**config.mk**
```make
export PLATFORM = sky130hd
export DESIGN_NAME = reg_file_ctrl_flat
export DESIGN_NICKNAME = d
export VERILOG_FILES = /design/src/rtl/reg_file_ctrl_if.sv /design/src/rtl/reg_file_ctrl.sv /design/src/flat_wrapper.sv
export SDC_FILE = /design/constraint.sdc
export NUM_CORES = 1
export LEC_CHECK = 0
export ABC_AREA = 1
export BUFFER_PORTS_ARGS = -buffer_cell sky130_fd_sc_hd__clkbuf_2
export CAP_MARGIN = 40
export CORE_MARGIN = 2
export CORE_UTILIZATION = 35
export DETAILED_ROUTE_END_ITERATION = 16
export PLACE_DENSITY = 0.67
export SLEW_MARGIN = 20
export SYNTH_ARGS = -nofsm -noshare
export SYNTH_HDL_FRONTEND = slang
export SYNTH_SLANG_ARGS = --single-unit
```
**constraint.sdc**
```tcl
create_clock -name clk -period 1.9 [get_ports clk]
set_clock_uncertainty 0.1 [all_clocks]
set_input_delay 0.38 -clock clk [delete_from_list [all_inputs] [get_ports clk]]
set_output_delay 0.38 -clock clk [all_outputs]
set_load 0.02 [all_outputs]
```
**src/rtl/reg_file_ctrl_if.sv**
```systemverilog
// Bus bundle between the register-file command controller and its neighbours
// (UART RX deserialiser, register file, TX FIFO).
//
// Signals:
//   rx_p_data   received byte, valid when rx_d_vld is high
//   rx_d_vld    one-cycle strobe per received byte
//   rd_data     register-file read data
//   rd_data_vld register-file read-data valid
//   tx_full     TX FIFO full, no push while high
//   address     register-file address
//   wr_data     register-file write data
//   wr_en       one-cycle write strobe
//   rd_en       one-cycle read strobe
//   tx_p_data   byte pushed to the TX FIFO
//   tx_d_vld    one-cycle push strobe to the TX FIFO
//   cmd_err     one-cycle command error strobe
//   busy        high while a command is in progress
//
// Modports: master = the controller, slave = its environment.
interface reg_file_ctrl_if #(
    parameter int ADD_WIDTH  = 4,
    parameter int DATA_WIDTH = 8
);
    logic [DATA_WIDTH-1:0] rx_p_data;
    logic                  rx_d_vld;
    logic [DATA_WIDTH-1:0] rd_data;
    logic                  rd_data_vld;
    logic                  tx_full;
    logic [ADD_WIDTH-1:0]  address;
    logic [DATA_WIDTH-1:0] wr_data;
    logic                  wr_en;
    logic                  rd_en;
    logic [DATA_WIDTH-1:0] tx_p_data;
    logic                  tx_d_vld;
    logic                  cmd_err;
    logic                  busy;

    modport master (
        input  rx_p_data, rx_d_vld, rd_data, rd_data_vld, tx_full,
        output address, wr_data, wr_en, rd_en, tx_p_data, tx_d_vld, cmd_err, busy
    );

    modport slave (
        output rx_p_data, rx_d_vld, rd_data, rd_data_vld, tx_full,
        input  address, wr_data, wr_en, rd_en, tx_p_data, tx_d_vld, cmd_err, busy
    );
endinterface

```
**src/rtl/reg_file_ctrl.sv**
```systemverilog
// Command-side initiator for the register file. Parses UART RX frames
// (write: WR_CMD,addr,data / read: RD_CMD,addr) into register-file strobes
// and returns read data to the TX FIFO through a valid/full handshake.
//
// Ports:
//   clk  system clock, rising edge
//   rst  asynchronous, active-high reset
//   bus  reg_file_ctrl_if.master (RX byte in, register-file access out,
//        read data in, TX push out, error and busy status out)
//
// Every output is registered: the output process computes next values and
// the register process loads them on the same edge as the state.
module reg_file_ctrl #(
    parameter int                         ADD_WIDTH  = 4,
    parameter int                         DATA_WIDTH = 8,
    parameter logic [DATA_WIDTH-1:0]      WR_CMD     = 8'hAA,
    parameter logic [DATA_WIDTH-1:0]      RD_CMD     = 8'hBB,
    parameter int                         RD_TIMEOUT = 8
) (
    input  logic            clk,
    input  logic            rst,
    reg_file_ctrl_if.master bus
);

    localparam int                CNT_W       = $clog2(RD_TIMEOUT + 1);
    localparam logic [CNT_W-1:0]  CNT_TIMEOUT = CNT_W'(RD_TIMEOUT);

    typedef enum logic [2:0] {
        IDLE    = 3'd0,
        WR_ADDR = 3'd1,
        WR_DATA = 3'd2,
        RD_ADDR = 3'd3,
        RD_WAIT = 3'd4,
        TX_SEND = 3'd5
    } state_t;

    state_t                state_r;
    state_t                state_nxt_s;
    logic [CNT_W-1:0]      cnt_r;
    logic [CNT_W-1:0]      cnt_s;
    logic [CNT_W-1:0]      cnt_inc_s;
    logic                  timeout_s;
    logic                  addr_ok_s;
    logic                  is_cmd_s;

    logic [ADD_WIDTH-1:0]  address_r,   address_s;
    logic [DATA_WIDTH-1:0] wr_data_r,   wr_data_s;
    logic [DATA_WIDTH-1:0] tx_p_data_r, tx_p_data_s;
    logic                  wr_en_r,     wr_en_s;
    logic                  rd_en_r,     rd_en_s;
    logic                  tx_d_vld_r,  tx_d_vld_s;
    logic                  cmd_err_r,   cmd_err_s;
    logic                  busy_r;

    // Address bytes must fit the register file; the upper bits must be zero.
    assign addr_ok_s = ((bus.rx_p_data >> ADD_WIDTH) == {DATA_WIDTH{1'b0}});
    assign is_cmd_s  = (bus.rx_p_data == WR_CMD) || (bus.rx_p_data == RD_CMD);
    // The edge on which the counter would reach RD_TIMEOUT is the abort edge.
    assign cnt_inc_s = cnt_r + {{(CNT_W-1){1'b0}}, 1'b1};
    assign timeout_s = (cnt_inc_s == CNT_TIMEOUT);

    // State register.
    always_ff @(posedge clk or posedge rst) begin
        if (rst) begin
            state_r <= IDLE;
        end else begin
            state_r <= state_nxt_s;
        end
    end

    // Next-state decode.
    always_comb begin
        state_nxt_s = state_r;
        case (state_r)
            IDLE: begin
                if (bus.rx_d_vld && (bus.rx_p_data == WR_CMD)) begin
                    state_nxt_s = WR_ADDR;
                end else if (bus.rx_d_vld && (bus.rx_p_data == RD_CMD)) begin
                    state_nxt_s = RD_ADDR;
                end else begin
                    state_nxt_s = IDLE;
                end
            end
            WR_ADDR: begin
                if (bus.rx_d_vld) begin
                    state_nxt_s = addr_ok_s ? WR_DATA : IDLE;
                end else begin
                    state_nxt_s = WR_ADDR;
                end
            end
            WR_DATA: begin
                if (bus.rx_d_vld) begin
                    state_nxt_s = IDLE;
                end else begin
                    state_nxt_s = WR_DATA;
                end
            end
            RD_ADDR: begin
                if (bus.rx_d_vld) begin
                    state_nxt_s = addr_ok_s ? RD_WAIT : IDLE;
                end else begin
                    state_nxt_s = RD_ADDR;
                end
            end
            RD_WAIT: begin
                // Valid data beats a simultaneous timeout.
                if (bus.rd_data_vld) begin
                    state_nxt_s = TX_SEND;
                end else if (timeout_s) begin
                    state_nxt_s = IDLE;
                end else begin
                    state_nxt_s = RD_WAIT;
                end
            end
            TX_SEND: begin
                if (!bus.tx_full) begin
                    state_nxt_s = IDLE;
                end else begin
                    state_nxt_s = TX_SEND;
                end
            end
            default: begin
                state_nxt_s = IDLE;
            end
        endcase
    end

    // Next values of the registered outputs and the RD_WAIT counter.
    always_comb begin
        wr_en_s     = 1'b0;
        rd_en_s     = 1'b0;
        tx_d_vld_s  = 1'b0;
        cmd_err_s   = 1'b0;
        address_s   = address_r;
        wr_data_s   = wr_data_r;
        tx_p_data_s = tx_p_data_r;
        cnt_s       = {CNT_W{1'b0}};
        case (state_r)
            IDLE: begin
                if (bus.rx_d_vld && !is_cmd_s) begin
                    cmd_err_s = 1'b1;
                end else begin
                    cmd_err_s = 1'b0;
                end
            end
            WR_ADDR, RD_ADDR: begin
                if (bus.rx_d_vld && addr_ok_s) begin
                    address_s = bus.rx_p_data[ADD_WIDTH-1:0];
                    rd_en_s   = (state_r == RD_ADDR);
                end else if (bus.rx_d_vld) begin
                    cmd_err_s = 1'b1;
                end else begin
                    cmd_err_s = 1'b0;
                end
            end
            WR_DATA: begin
                if (bus.rx_d_vld) begin
                    wr_data_s = bus.rx_p_data;
                    wr_en_s   = 1'b1;
                end else begin
                    wr_en_s   = 1'b0;
                end
            end
            RD_WAIT: begin
                // Counter stays at zero on every exit from RD_WAIT.
                if (bus.rd_data_vld) begin
                    tx_p_data_s = bus.rd_data;
                end else if (timeout_s) begin
                    cmd_err_s = 1'b1;
                end else begin
                    cnt_s = cnt_inc_s;
                end
            end
            TX_SEND: begin
                tx_d_vld_s = !bus.tx_full;
            end
            default: begin
                cnt_s = {CNT_W{1'b0}};
            end
        endcase
    end

    // Output and counter registers.
    always_ff @(posedge clk or posedge rst) begin
        if (rst) begin
            cnt_r       <= {CNT_W{1'b0}};
            address_r   <= {ADD_WIDTH{1'b0}};
            wr_data_r   <= {DATA_WIDTH{1'b0}};
            tx_p_data_r <= {DATA_WIDTH{1'b0}};
            wr_en_r     <= 1'b0;
            rd_en_r     <= 1'b0;
            tx_d_vld_r  <= 1'b0;
            cmd_err_r   <= 1'b0;
            busy_r      <= 1'b0;
        end else begin
            cnt_r       <= cnt_s;
            address_r   <= address_s;
            wr_data_r   <= wr_data_s;
            tx_p_data_r <= tx_p_data_s;
            wr_en_r     <= wr_en_s;
            rd_en_r     <= rd_en_s;
            tx_d_vld_r  <= tx_d_vld_s;
            cmd_err_r   <= cmd_err_s;
            busy_r      <= (state_nxt_s != IDLE);
        end
    end

    assign bus.address   = address_r;
    assign bus.wr_data   = wr_data_r;
    assign bus.tx_p_data = tx_p_data_r;
    assign bus.wr_en     = wr_en_r;
    assign bus.rd_en     = rd_en_r;
    assign bus.tx_d_vld  = tx_d_vld_r;
    assign bus.cmd_err   = cmd_err_r;
    assign bus.busy      = busy_r;

endmodule

```
**src/flat_wrapper.sv**
```systemverilog
// flat-port wrapper written by rule: the top's interface ports become plain ports
module reg_file_ctrl_flat 
#(
    parameter int                         ADD_WIDTH  = 4,
    parameter int                         DATA_WIDTH = 8,
    parameter logic [DATA_WIDTH-1:0]      WR_CMD     = 8'hAA,
    parameter logic [DATA_WIDTH-1:0]      RD_CMD     = 8'hBB,
    parameter int                         RD_TIMEOUT = 8
)
  (clk, rst, bus_rx_p_data, bus_rx_d_vld, bus_rd_data, bus_rd_data_vld, bus_tx_full, bus_address, bus_wr_data, bus_wr_en, bus_rd_en, bus_tx_p_data, bus_tx_d_vld, bus_cmd_err, bus_busy);
  reg_file_ctrl_if #(.ADD_WIDTH(ADD_WIDTH), .DATA_WIDTH(DATA_WIDTH)) bus_i ();
  input  logic clk;
  input  logic rst;
  input wire logic [$bits(bus_i.rx_p_data)-1:0] bus_rx_p_data;
  input wire logic [$bits(bus_i.rx_d_vld)-1:0] bus_rx_d_vld;
  input wire logic [$bits(bus_i.rd_data)-1:0] bus_rd_data;
  input wire logic [$bits(bus_i.rd_data_vld)-1:0] bus_rd_data_vld;
  input wire logic [$bits(bus_i.tx_full)-1:0] bus_tx_full;
  output wire logic [$bits(bus_i.address)-1:0] bus_address;
  output wire logic [$bits(bus_i.wr_data)-1:0] bus_wr_data;
  output wire logic [$bits(bus_i.wr_en)-1:0] bus_wr_en;
  output wire logic [$bits(bus_i.rd_en)-1:0] bus_rd_en;
  output wire logic [$bits(bus_i.tx_p_data)-1:0] bus_tx_p_data;
  output wire logic [$bits(bus_i.tx_d_vld)-1:0] bus_tx_d_vld;
  output wire logic [$bits(bus_i.cmd_err)-1:0] bus_cmd_err;
  output wire logic [$bits(bus_i.busy)-1:0] bus_busy;
  assign bus_i.rx_p_data = bus_rx_p_data;
  assign bus_i.rx_d_vld = bus_rx_d_vld;
  assign bus_i.rd_data = bus_rd_data;
  assign bus_i.rd_data_vld = bus_rd_data_vld;
  assign bus_i.tx_full = bus_tx_full;
  assign bus_address = bus_i.address;
  assign bus_wr_data = bus_i.wr_data;
  assign bus_wr_en = bus_i.wr_en;
  assign bus_rd_en = bus_i.rd_en;
  assign bus_tx_p_data = bus_i.tx_p_data;
  assign bus_tx_d_vld = bus_i.tx_d_vld;
  assign bus_cmd_err = bus_i.cmd_err;
  assign bus_busy = bus_i.busy;
  reg_file_ctrl #(.ADD_WIDTH(ADD_WIDTH), .DATA_WIDTH(DATA_WIDTH), .WR_CMD(WR_CMD), .RD_CMD(RD_CMD), .RD_TIMEOUT(RD_TIMEOUT)) u_core (.clk(clk), .rst(rst), .bus(bus_i));
endmodule
```
* After elaboration in Yosys (flattened, before gate mapping)
Cells that the tools add are included.
** Storage, ports and cells
- Register bits :: 32
- Latch bits :: 0
- Memory bits (writable) :: 0
- ROM bits :: 0
- Input bits :: 21
- Output and inout bits :: 25
- Memories kept :: 0
** Operators by class
- $add $sub $neg :: 1
- Multiply operators :: 0
- Div/mod/pow operators :: 0
- $lt $le $gt $ge :: 0
- Equal/unequal tests :: 8
- Shift-type cells :: 0
- Multiplexer cells :: 24
- Bitwise operators :: 0
- Reductions and logical operators :: 14
** Operator list (count)
- $mux W3 :: 7
- $pmux W3 S6 :: 1
- $eq A8 B8 Y1 const B :: 2
- $mux W4 :: 3
- $mux W1 :: 9
- $logic_not A8 Y1 :: 1
- $eq A3 B2 Y1 const B :: 2
- $eq A3 B3 Y1 const B :: 2
- $mux W2 :: 3
- $reduce_and A2 Y1 :: 3
- $add A4 B1 Y4 const B :: 1
- $eq A4 B4 Y1 const B :: 1
- $logic_and A1 B1 Y1 :: 4
- $eq A3 B1 Y1 const B :: 1
- $logic_not A3 Y1 :: 1
- $pmux W1 S3 :: 1
- $reduce_bool A3 Y1 :: 1
- $logic_not A1 Y1 :: 2
- $reduce_or A2 Y1 :: 1
- $logic_or A1 B1 Y1 :: 1

* Logic depth before layout (Yosys ltp)
Gate-level depths: netlist of the first run.
- Word-level depth :: 6
- Gate-level depth with buffers :: 9
- Gate-level depth less buffers :: 9

* Worst setup path before layout of the first run
Ideal clock, no wire load.
- Kind :: register to register
- Start point :: reg u_core.cnt_r[0]
- End point :: reg u_core.busy_r (netlist: u_core.bus.busy)
- Setup time :: 0.120 ns
- Arrival time :: 1.103 ns
- Data required time :: 1.680 ns
- Path slack :: 0.577 ns
- Stages on the path, launching flop included :: 10
- Buffers on the path :: 0
- Period minus slack after synthesis :: 1.323 ns
- Cells stage by stage :: dfrtp_1 ha_1 inv_1 nand2_1 nand2_1 nand3_1 nor2_1 nor2_1 nor2_1 nand2_1
** On the way
- Longest elaborated chain between the ends :: 6
** RTL lines
- start: declaration :: RTL line reg_file_ctrl.sv:39 : logic [CNT_W-1:0] cnt_r;
- start signal: assignment :: RTL line reg_file_ctrl.sv:186 : cnt_r <= {CNT_W{1'b0}};
- start signal: assignment :: RTL line reg_file_ctrl.sv:196 : cnt_r <= cnt_s;
- $add A4 B1 Y4 :: RTL line reg_file_ctrl.sv:59 : assign cnt_inc_s = cnt_r + {{(CNT_W-1){1'b0}}, 1'b1};
- $eq A4 B4 Y1 :: RTL line reg_file_ctrl.sv:60 : assign timeout_s = (cnt_inc_s == CNT_TIMEOUT);
- $mux W3 :: RTL line reg_file_ctrl.sv:109 : end else if (timeout_s) begin
- $mux W3 :: RTL line reg_file_ctrl.sv:107 : if (bus.rd_data_vld) begin
- $pmux W3 S6 :: RTL line reg_file_ctrl.sv:74 : case (state_r)
- $reduce_bool A3 Y1 :: RTL line reg_file_ctrl.sv:204 : busy_r <= (state_nxt_s != IDLE);
- end signal: assignment :: RTL line reg_file_ctrl.sv:204
- end: declaration :: RTL line reg_file_ctrl.sv:53 : logic busy_r;
Every way passes these cells.
A chain may end at the register's enable or synchronous reset.

* Final worst setup path of the first run
- Start point :: reg u_core.cnt_r[0]
- End point :: reg u_core.cmd_err_r (netlist: u_core.bus.cmd_err)
** On the way
- Longest elaborated chain between the ends :: 5
** RTL lines
- $add A4 B1 Y4 :: RTL line reg_file_ctrl.sv:59
- $eq A4 B4 Y1 :: RTL line reg_file_ctrl.sv:60
- $mux W1 :: RTL line reg_file_ctrl.sv:168 : end else if (timeout_s) begin
- $mux W1 :: RTL line reg_file_ctrl.sv:166 : if (bus.rd_data_vld) begin
- $pmux W1 S3 :: RTL line reg_file_ctrl.sv:138 : case (state_r)
- net u_core.cmd_err_s :: RTL line reg_file_ctrl.sv:52 : logic cmd_err_r, cmd_err_s;
- end signal: assignment :: RTL line reg_file_ctrl.sv:203 : cmd_err_r <= cmd_err_s;
- end: declaration :: RTL line reg_file_ctrl.sv:52
The timed path passes the listed nets, and every way through them passes these cells.

==> flow_summary.toml, run 1 <==
[logic_synthesis]
syn-num-nets = 203
syn_area_per_cell_um2 = 8.154
synth-seq-cells = 32
netlist_area_um2 = 1468
ys_types = 18
ys_seq_area_frac = 0.5456
synth_cells = 180
synth_warnings = 0

[worst_setup_path]
crit_path_start_kind = "flop"
timing.critical_path.cells = "ha_1, inv_1, nand2_1, a21boi_0, nand4_1, nand2_1, inv_1, nand2_1"
crit_top_cell = "nand2_1"
worst_ep_arrival_time_ps = 1540
crit_fanout = 5
crit_type = "reg -> reg"
critPathMaxStageDelay_ps = 420
critical_path_required_ps = 2020
end_kind = "flop"
crit_slowest_cell = "dfrtp_1"

[global_routing]
antenna_found_initial = 0
grt_pass1_wl_um = 4864
grt_pass1_vias = 1110
track_usage = 0.1460
grt_overflow = 0
grt_max_degree = 25

[power_and_ir_drop]
power_density_nw_per_um2 = 1186
max-vdd-ir-drop_v = 0.0004988
p_leak_uw = 0.001081
power_uw = 2196

[drt]
drcViolationCount = 0
drt-initial-drc-count = 80
viasPerCell = 4.342
vias = 1233
drt_wl_total_um = 2983
final_antenna_net_count = 0
first_pass_iters = 4
wl_per_cell_um = 10.50

[timing]
post-route-min-period_ps = 1423
tightest_slew_ps = 338.1
period_share = 0.7489
setup_viol_count_final = 0
max_freq_ghz = 0.7028
slew_headroom = 0.7744
tns_ps = 0
final_hold_viol_count = 0
rsz0062_at_grt = "no"
drv_slew = 0

[clock_network]
cts.repair.resized = 0
cts_root_buf = "clkbuf_8"
cts_tree = "done"
clk_pin_slew_ps = 60
cts_made_buffers = 5
htreeDepth = 2
clockBufferDepth = 2
cts_sinks = 32
clk_latency_ps = 280

[placed_design]
place_hpwl_um = 2339
numPortBuffers = 45
dpl_cell_area_um2 = 1752
gp_congestion = 0.8420
placedCellCount = 275

[min_path]
hold_path_class = "in -> reg"

[die]
die_h_um = 68.76
pin_count = 46
start_util = 0.3643
rows = 23
core_area_um2 = 4029
die_x_um = 68.76
dieArea_um2 = 4727

[layout]
diodes = 0
drive_gt1_frac = 0.2949
synthToLayoutAreaGrowth_pct = 26.17
nets = 256
final_cell_count_no_fill = 284
design_area_um2 = 1852
final_common_cell = "nand2_1"
mostFrequentLayoutCells = "nand2_1, clkbuf_2, dfrtp_1"

[status]
status = "complete, no violations"

[run]
max_cap_violations = 0
Yosys cell counts (all sizes together):
library cell	instances	area [µm²]
a21boi	1	7.510
buf	1	11.26
dfrtp	32	800.8
ha	2	25.02
inv	26	97.60
nand2	72	272.8
nand3	9	55.05
nand4	3	18.77
nor2	22	95.09
nor3	1	5.000
nor4	1	6.260
o21ai	10	72.57
registers in the layout, indices dropped and copies added (netlist names):
name and cells:
u_core.bus.wr_en 1, u_core.bus.rd_en 1, u_core.bus.tx_p_data 8, u_core.bus.address 4, u_core.bus.tx_d_vld 1, u_core.bus.wr_data 8
u_core.bus.cmd_err 1, u_core.bus.busy 1, u_core.state_r 3, u_core.cnt_r 4
through the flow:
| stage | setup WS (ps) | hold WS [ps] | utilization |
|---|---|---|---|
| after global routing | 347.3 | 192.6 | 0.4596 |
| after detailed placement | 493.5 | 242.3 | 0.4348 |
| final | 477.1 | 189.1 | 0.4596 |
| after floorplan | 576.8 | 352.4 | - |
| after global placement | 520.9 | 230.7 | 0.4348 |
| after CTS | 476.5 | 179.2 | 0.4596 |
per-layer routing:
layer / global-route usage / share of wire / vias up
li1: - / - / 657
met5: 0 / 0 / -
met3: 0.03896 / 0.056 / 4
met4: 0.08824 / 0.025 / 0
met1: 0.1839 / 0.44 / 544
met2: 0.2236 / 0.48 / 28
report_power, final:
group	total, µW	internal [µW]	switching (µW)
registers	972	868	104
clock network	529	295	234
logic	694	242	452
area by class of cell:
cell class,count,area [µm²]
inverters,26,97.59
multi-input cells,121,558.0
fillers,419,2177
clock buffers,8,90.09
well taps,50,62.56
flip-flops and latches,32,800.8
repair buffers,47,242.7
path summary, 6_finish.rpt:
| check | endpoint | cells past startpoint | slack [ps] | startpoint |
|---|---|---|---|---|
| max in group asynchronous | u_core.bus.wr_data[1] | 4 | 590 | rst |
| min in group asynchronous | u_core.bus.tx_p_data[6] | 3 | 500 | rst |
| setup / recovery | u_core.bus.cmd_err | 8 | 480 | u_core.cnt_r[0] |
| hold / removal | u_core.bus.tx_p_data[4] | 3 | 190 | bus_rd_data[4] |
| hold reg to reg | u_core.bus.wr_data[7] | 2 | 370 | u_core.bus.wr_data[7] |
| setup reg to reg | u_core.bus.cmd_err | 8 | 480 | u_core.cnt_r[0] |
timing repair:
action / in CTS / in global routing
setup buffers: 0 / 0
hold buffers: 1 / 0
endpoints found under the hold margin: 8 / 0
critical path, delay by kind of cell (launching register included):
family,cells,cell delay [ps]
flops,1,420
compound gates,1,220
buf+inv,2,90
fa+ha+maj,1,230
simple gates,4,300
kinds of logic after synthesis:
group	after synthesis	synth area share
AO/OA/AOI/OAI	11	0.05456
AND/OR/NAND/NOR	108	0.3086
flip-flops	32	0.5456
buffers and inverters	27	0.07417
adder cells (fa/ha/maj)	2	0.01705
Power figures use the tool's default switching activity.
==> run 2, diff against run 1 <==
--- a/config.mk
+++ b/config.mk
@@ -11,7 +11,7 @@
 export CORE_MARGIN = 2
 export CORE_UTILIZATION = 35
 export DETAILED_ROUTE_END_ITERATION = 16
-export PLACE_DENSITY = 0.67
+export PLACE_DENSITY = 0.7
 export SLEW_MARGIN = 20
 export SYNTH_ARGS = -nofsm -noshare
 export SYNTH_HDL_FRONTEND = slang
==> constraint.sdc (replaced) <==
create_clock -name clk -period 1.1 [get_ports clk]
set_clock_uncertainty 0.1 [all_clocks]
set_input_delay 0.22 -clock clk [delete_from_list [all_inputs] [get_ports clk]]
set_output_delay 0.22 -clock clk [all_outputs]
set_load 0.02 [all_outputs]
==> run 2 against run 1 <==
- global-route usage grew 2.8 points
- the run now ends with negative setup slack left
- maximum frequency shrank 6.0%
- first-iteration DRC count grew 75%
- critical path depth shrank 1
- utilization grew 21 points
- routed wire length grew 52%
- via count grew 26%
- die area is the same
- highest routed layer unchanged
- count of clock-buffer cells in the layout shrank 1
- non-clock buffer count grew 53
==> flow_summary.toml, run 2 (synthesized netlist as in run 1, its figures left out) <==
[clock_network]
htreeDepth = 2
cts_made_buffers = 5
cts_tree = "done"
cts_root_buf = "clkbuf_8"
clockBufferDepth = 2
clk_pin_slew_ps = 70
clk_latency_ps = 280
cts_sinks = 32

[placed_design]
dpl_worst_slack_ps = -253.7
dpl_cell_area_um2 = 1947
numPortBuffers = 45
gp_congestion = 0.8220
place_hpwl_um = 2373

[worst_setup_path]
end_kind = "flop"
cp_top_family = "flip-flops"
crit_path_start_kind = "flop"
critPathMaxStageDelay_ps = 360
crit_slowest_cell = "dfrtp_1"
r2r_setup_slack_ps = -410
timing.critical_path.cells = "buf_4, ha_1, a21boi_1, nand4_1, nand2_1, inv_1, nand2_1"
worst_ep_arrival_time_ps = 1630
crit_fanout = 3
crit_top_cell = "nand2_1"
crit_type = "reg -> reg"
critical_path_required_ps = 1220
path_buf_inv = 2

[layout]
nets = 310
design_area_um2 = 2698
mostFrequentLayoutCells = "nand2_1, buf_4, dfrtp_1"
fillers = 321
synthToLayoutAreaGrowth_pct = 83.80
drive_gt1_frac = 0.5749
diodes = 0
final_common_cell = "nand2_1"

[timing]
rsz0062_at_grt = "yes"
slew_headroom = 0.7989
drv_slew = 0
finalWorstSetupSlack_ps = -414.4
setup_viol_count_final = 55
tightest_slew_ps = 301.0
post-route-min-period_ps = 1514
max_freq_ghz = 0.6603
period_share = 1.377
tns_ps = -6284
final_hold_viol_count = 0

[min_path]
hold_path_class = "in -> reg"

[drt]
drt_wl_total_um = 4523
first_pass_iters = 4
drt-initial-drc-count = 140
viasPerCell = 4.608
final_antenna_net_count = 0
wl_per_cell_um = 13.42
drcViolationCount = 0
vias = 1553

[power_and_ir_drop]
power_uw = 5233
p_leak_uw = 0.001441
power_density_nw_per_um2 = 1940
max-vdd-ir-drop_v = 0.001146

[global_routing]
grt_pass1_wl_um = 5975
track_usage = 0.1735
grt_overflow = 0
antenna_found_initial = 0
grt_pass1_vias = 1383
grt_max_degree = 33

[run]
max_cap_violations = 0

[die]
die_h_um = 68.76
dieArea_um2 = 4727
die_x_um = 68.76
start_util = 0.3643
rows = 23
pin_count = 46
core_area_um2 = 4029

[status]
violations = "negative setup slack"
status = "complete, but fails checks"
run 2: cell count changes in the layout (fill, tap and decap cells not counted), moves of 3 or more:
| cell | change |
|---|---|
| buf_4 | +41 |
| buf_6 | +20 |
| clkbuf_2 | -25 |
| clkbuf_8 | +16 |
| inv_1 | -4 |
| inv_4 | +3 |
| nand2_1 | -23 |
| nand2_2 | +20 |
| nand2_4 | +3 |
| nand3_1 | -3 |
| nor2_1 | -5 |
| nor2_4 | +4 |
run 2: worst paths after layout:
| kind | from | end | depth (start not counted) |
|---|---|---|---|
| hold / removal | bus_rd_data[4] | u_core.bus.tx_p_data[4] | 3 |
| hold reg to reg | u_core.bus.wr_data[5] | u_core.bus.wr_data[5] | 2 |
| max in group asynchronous | rst | u_core.state_r[0] | 4 |
| setup / recovery | u_core.cnt_r[1] | u_core.bus.cmd_err | 7 |
| setup reg to reg | u_core.cnt_r[1] | u_core.bus.cmd_err | 7 |
| min in group asynchronous | rst | u_core.bus.wr_data[5] | 4 |
run 2: timing repair:
action,CTS,global route
setup buffers,18,15
setup endpoints to repair,56,57
hold buffers,1,0
hold endpoints to repair,32,0
gates cloned,1,0
resized for setup,65,61
pin swaps,22,16
run 2: tightest hold or removal path, cell delays in order:
cell and delay (ps):
clkbuf_2 70, nand2_1 40, nand2_1 50
run 2: cell type report:
cell class	instances	area (µm²)	share of cell area
Clock buffer	7	96.34	0.03571
Inverter	26	112.6	0.04174
Multi-Input combinational cell	121	719.4	0.2667
Sequential cell	32	803.3	0.2978
Tap cell	50	62.56	0.02319
Timing Repair Buffer	100	897.1	0.3326
Timing Repair inverter	1	6.256	0.002319
run 2: power breakdown:
part           switching, µW  internal (µW)
registers                245           1500
logic                   1060           1440
clock network            430            557
total                   1740           3490
run 2: per-layer routing:
metal | vias to the layer above | global-route usage | share of wire
li1 | 768 | - | -
met1 | 733 | 0.2094 | 0.41
met2 | 39 | 0.2933 | 0.53
met3 | 13 | 0.04870 | 0.042
met4 | 0 | 0.06618 | 0.020
met5 | - | 0 | 0
run 2: per-stage QoR:
step | util | cells | hold WS, ps
global route | 0.6696 | 337 | 45.81
global placement | 0.4832 | 297 | 154.9
CTS | 0.6003 | 323 | 22.04
finish | 0.6696 | 337 | 33.31
detailed placement | 0.4832 | 297 | 156.8
floorplan | - | 180 | 192.5
==> run 3, diff against run 2 <==
--- a/config.mk
+++ b/config.mk
@@ -5,12 +5,12 @@
 export SDC_FILE = /design/constraint.sdc
 export NUM_CORES = 1
 export LEC_CHECK = 0
-export ABC_AREA = 1
 export BUFFER_PORTS_ARGS = -buffer_cell sky130_fd_sc_hd__clkbuf_2
 export CAP_MARGIN = 40
 export CORE_MARGIN = 2
 export CORE_UTILIZATION = 35
 export DETAILED_ROUTE_END_ITERATION = 16
+export MAX_ROUTING_LAYER = met4
 export PLACE_DENSITY = 0.7
 export SLEW_MARGIN = 20
 export SYNTH_ARGS = -nofsm -noshare
==> run 3 against run 2 <==
- the run still ends with negative setup slack left
- critical path depth shrank 3
- worst hold slack gained 20 ps
- critical endpoint is now u_core.bus.busy
- sequential share of layout area grew 3.2 points
- largest cell class is now sequential cells
- highest routed layer unchanged
- total power shrank 51%
- worst setup slack lost 79 ps
- cell area shrank 9.9%
==> flow_summary.toml, run 3 <==
[status]
status = "complete, but fails checks"
violations = "negative setup slack"

[min_path]
hold_path_class = "in -> reg"

[die]
dieArea_um2 = 4374
pin_count = 46
die_h_um = 66.14
core_area_um2 = 3689
die_x_um = 66.14
rows = 22
start_util = 0.3664

[timing]
drv_slew = 0
fin_hold_ws_ps = 53.42
slew_headroom = 0.7860
finalWorstSetupSlack_ps = -493.1
tns_ps = -10860
post-route-min-period_ps = 1593
max_freq_ghz = 0.6277
period_share = 1.448
rsz0062_at_grt = "yes"
final_hold_viol_count = 0
setup_viol_count_final = 57
tightest_slew_ps = 319.9

[global_routing]
grt_max_degree = 33
grt_pass1_wl_um = 5616
grt_pass1_vias = 1249
grt_overflow = 0
track_usage = 0.1784
antenna_found_initial = 0

[drt]
first_pass_iters = 4
met2_length_um = 1947
drt_wl_total_um = 3680
vias = 1165
wl_per_cell_um = 15.21
viasPerCell = 4.814
drt-initial-drc-count = 23
final_antenna_net_count = 0
route.met3.wl_um = 206
top_layer_used = "met4"
drcViolationCount = 0
drt-met1-wl_um = 1492

[placed_design]
gp_congestion = 0.8295
numPortBuffers = 45
dpl_worst_slack_ps = -575.1
place_hpwl_um = 2270
dpl_cell_area_um2 = 1838

[clock_network]
htreeDepth = 2
cts_sinks = 32
clockBufferDepth = 2
cts_root_buf = "clkbuf_8"
cts_made_buffers = 5
clk_latency_ps = 290
clk_pin_slew_ps = 70
cts_tree = "done"

[worst_setup_path]
end_kind = "flop"
worst_ep_arrival_time_ps = 1640
crit_fanout = 6
crit_type = "reg -> reg"
crit_path_start_kind = "flop"
critical_path_required_ps = 1150

[logic_synthesis]
yosysMostFrequentCell = "dfrtp_1"
synth_top_cells_by_count = "dfrtp_1, mux2_2, nand2_1"
synth_area_leaders = "dfrtp_1, mux2_2, ha_1"
synth-seq-cells = 32
netlist_area_um2 = 1351
synth_cells = 98
synth_edf_count = 0
syn_area_per_cell_um2 = 13.79
ys_seq_area_frac = 0.5926
synth_flop_cell = "dfrtp_1"
ys_types = 32
synth_largest_area_cell = "dfrtp_1"
synth_warnings = 0
synth_top_area_share = 0.5926
async_reset_ff_frac = 1.000
syn-num-nets = 121

[layout]
diodes = 0
final_common_cell = "buf_4"
drive_gt1_frac = 0.7010
mostFrequentLayoutCells = "buf_4, dfrtp_1, buf_6"
design_area_um2 = 2430
nets = 216
synthToLayoutAreaGrowth_pct = 79.81

[power_and_ir_drop]
power_density_nw_per_um2 = 1045
p_leak_uw = 0.001218
power_uw = 2540
max-vdd-ir-drop_v = 0.0007214

[run]
max_cap_violations = 0
[run 3: final cells by class]
class                           instances  area (µm²)
Clock buffer                            6       82.58
Clock inverter                          2       10.01
Fill cell                             267        1259
Inverter                                2       7.507
Multi-Input combinational cell         64       721.9
Sequential cell                        32       800.8
Tap cell                               48       60.06
Timing Repair Buffer                   88       747.0
[run 3: where the power goes]
| group | total (µW) | switching (µW) | internal (µW) |
|---|---|---|---|
| Combinational | 366 | 160 | 205 |
| Clock | 927 | 429 | 498 |
| Sequential | 1250 | 29.9 | 1220 |
[run 3: metal layers]
layer	vias up	track usage
li1	546	-
met1	572	0.1998
met4	0	0.06633
met5	-	-
met3	5	0.06303
met2	42	0.2938
[run 3: repair_timing]
action	4_1_cts	5_1_grt
buffers inserted	10	14
hold buffers	1	0
pin swaps	14	9
gates cloned	1	0
setup endpoints to repair	55	56
hold endpoints to repair	32	0
resized for setup	33	71
[run 3: logic make-up after synthesis]
kind of cell / share of synthesized area
mux: 0.1667
simple gates: 0.1565
buf+inv: 0.01389
fa+ha+maj: 0.01852
xor+xnor: 0.01945
compound gates: 0.03241
flops: 0.5926
[run 3: worst max-delay path, stage by stage, from the launching register on]
cell       delay [ps]
dfrtp_1           420
buf_6             150
and3_4            200
or3_1             370
nand4bb_1         210
[run 3: worst paths after layout]
| path | endpoint | cells past startpoint | start | slack (ps) |
|---|---|---|---|---|
| hold reg to reg | u_core.bus.wr_data[5] | 1 | u_core.bus.wr_data[5] | 440 |
| setup reg to reg | u_core.bus.busy | 4 | u_core.state_r[2] | -490 |
| setup / recovery | u_core.bus.busy | 4 | u_core.state_r[2] | -490 |
| max in group asynchronous | u_core.bus.cmd_err | 4 | rst | 310 |
| hold / removal | u_core.bus.tx_d_vld | 2 | bus_tx_full | 50 |
| min in group asynchronous | u_core.bus.tx_d_vld | 4 | rst | 420 |
[run 3: through the flow]
step	cells	util
after floorplan	98	-
after global placement	209	0.4983
after detailed placement	209	0.4983
after CTS	229	0.5865
after global routing	242	0.6588
final	242	0.6588
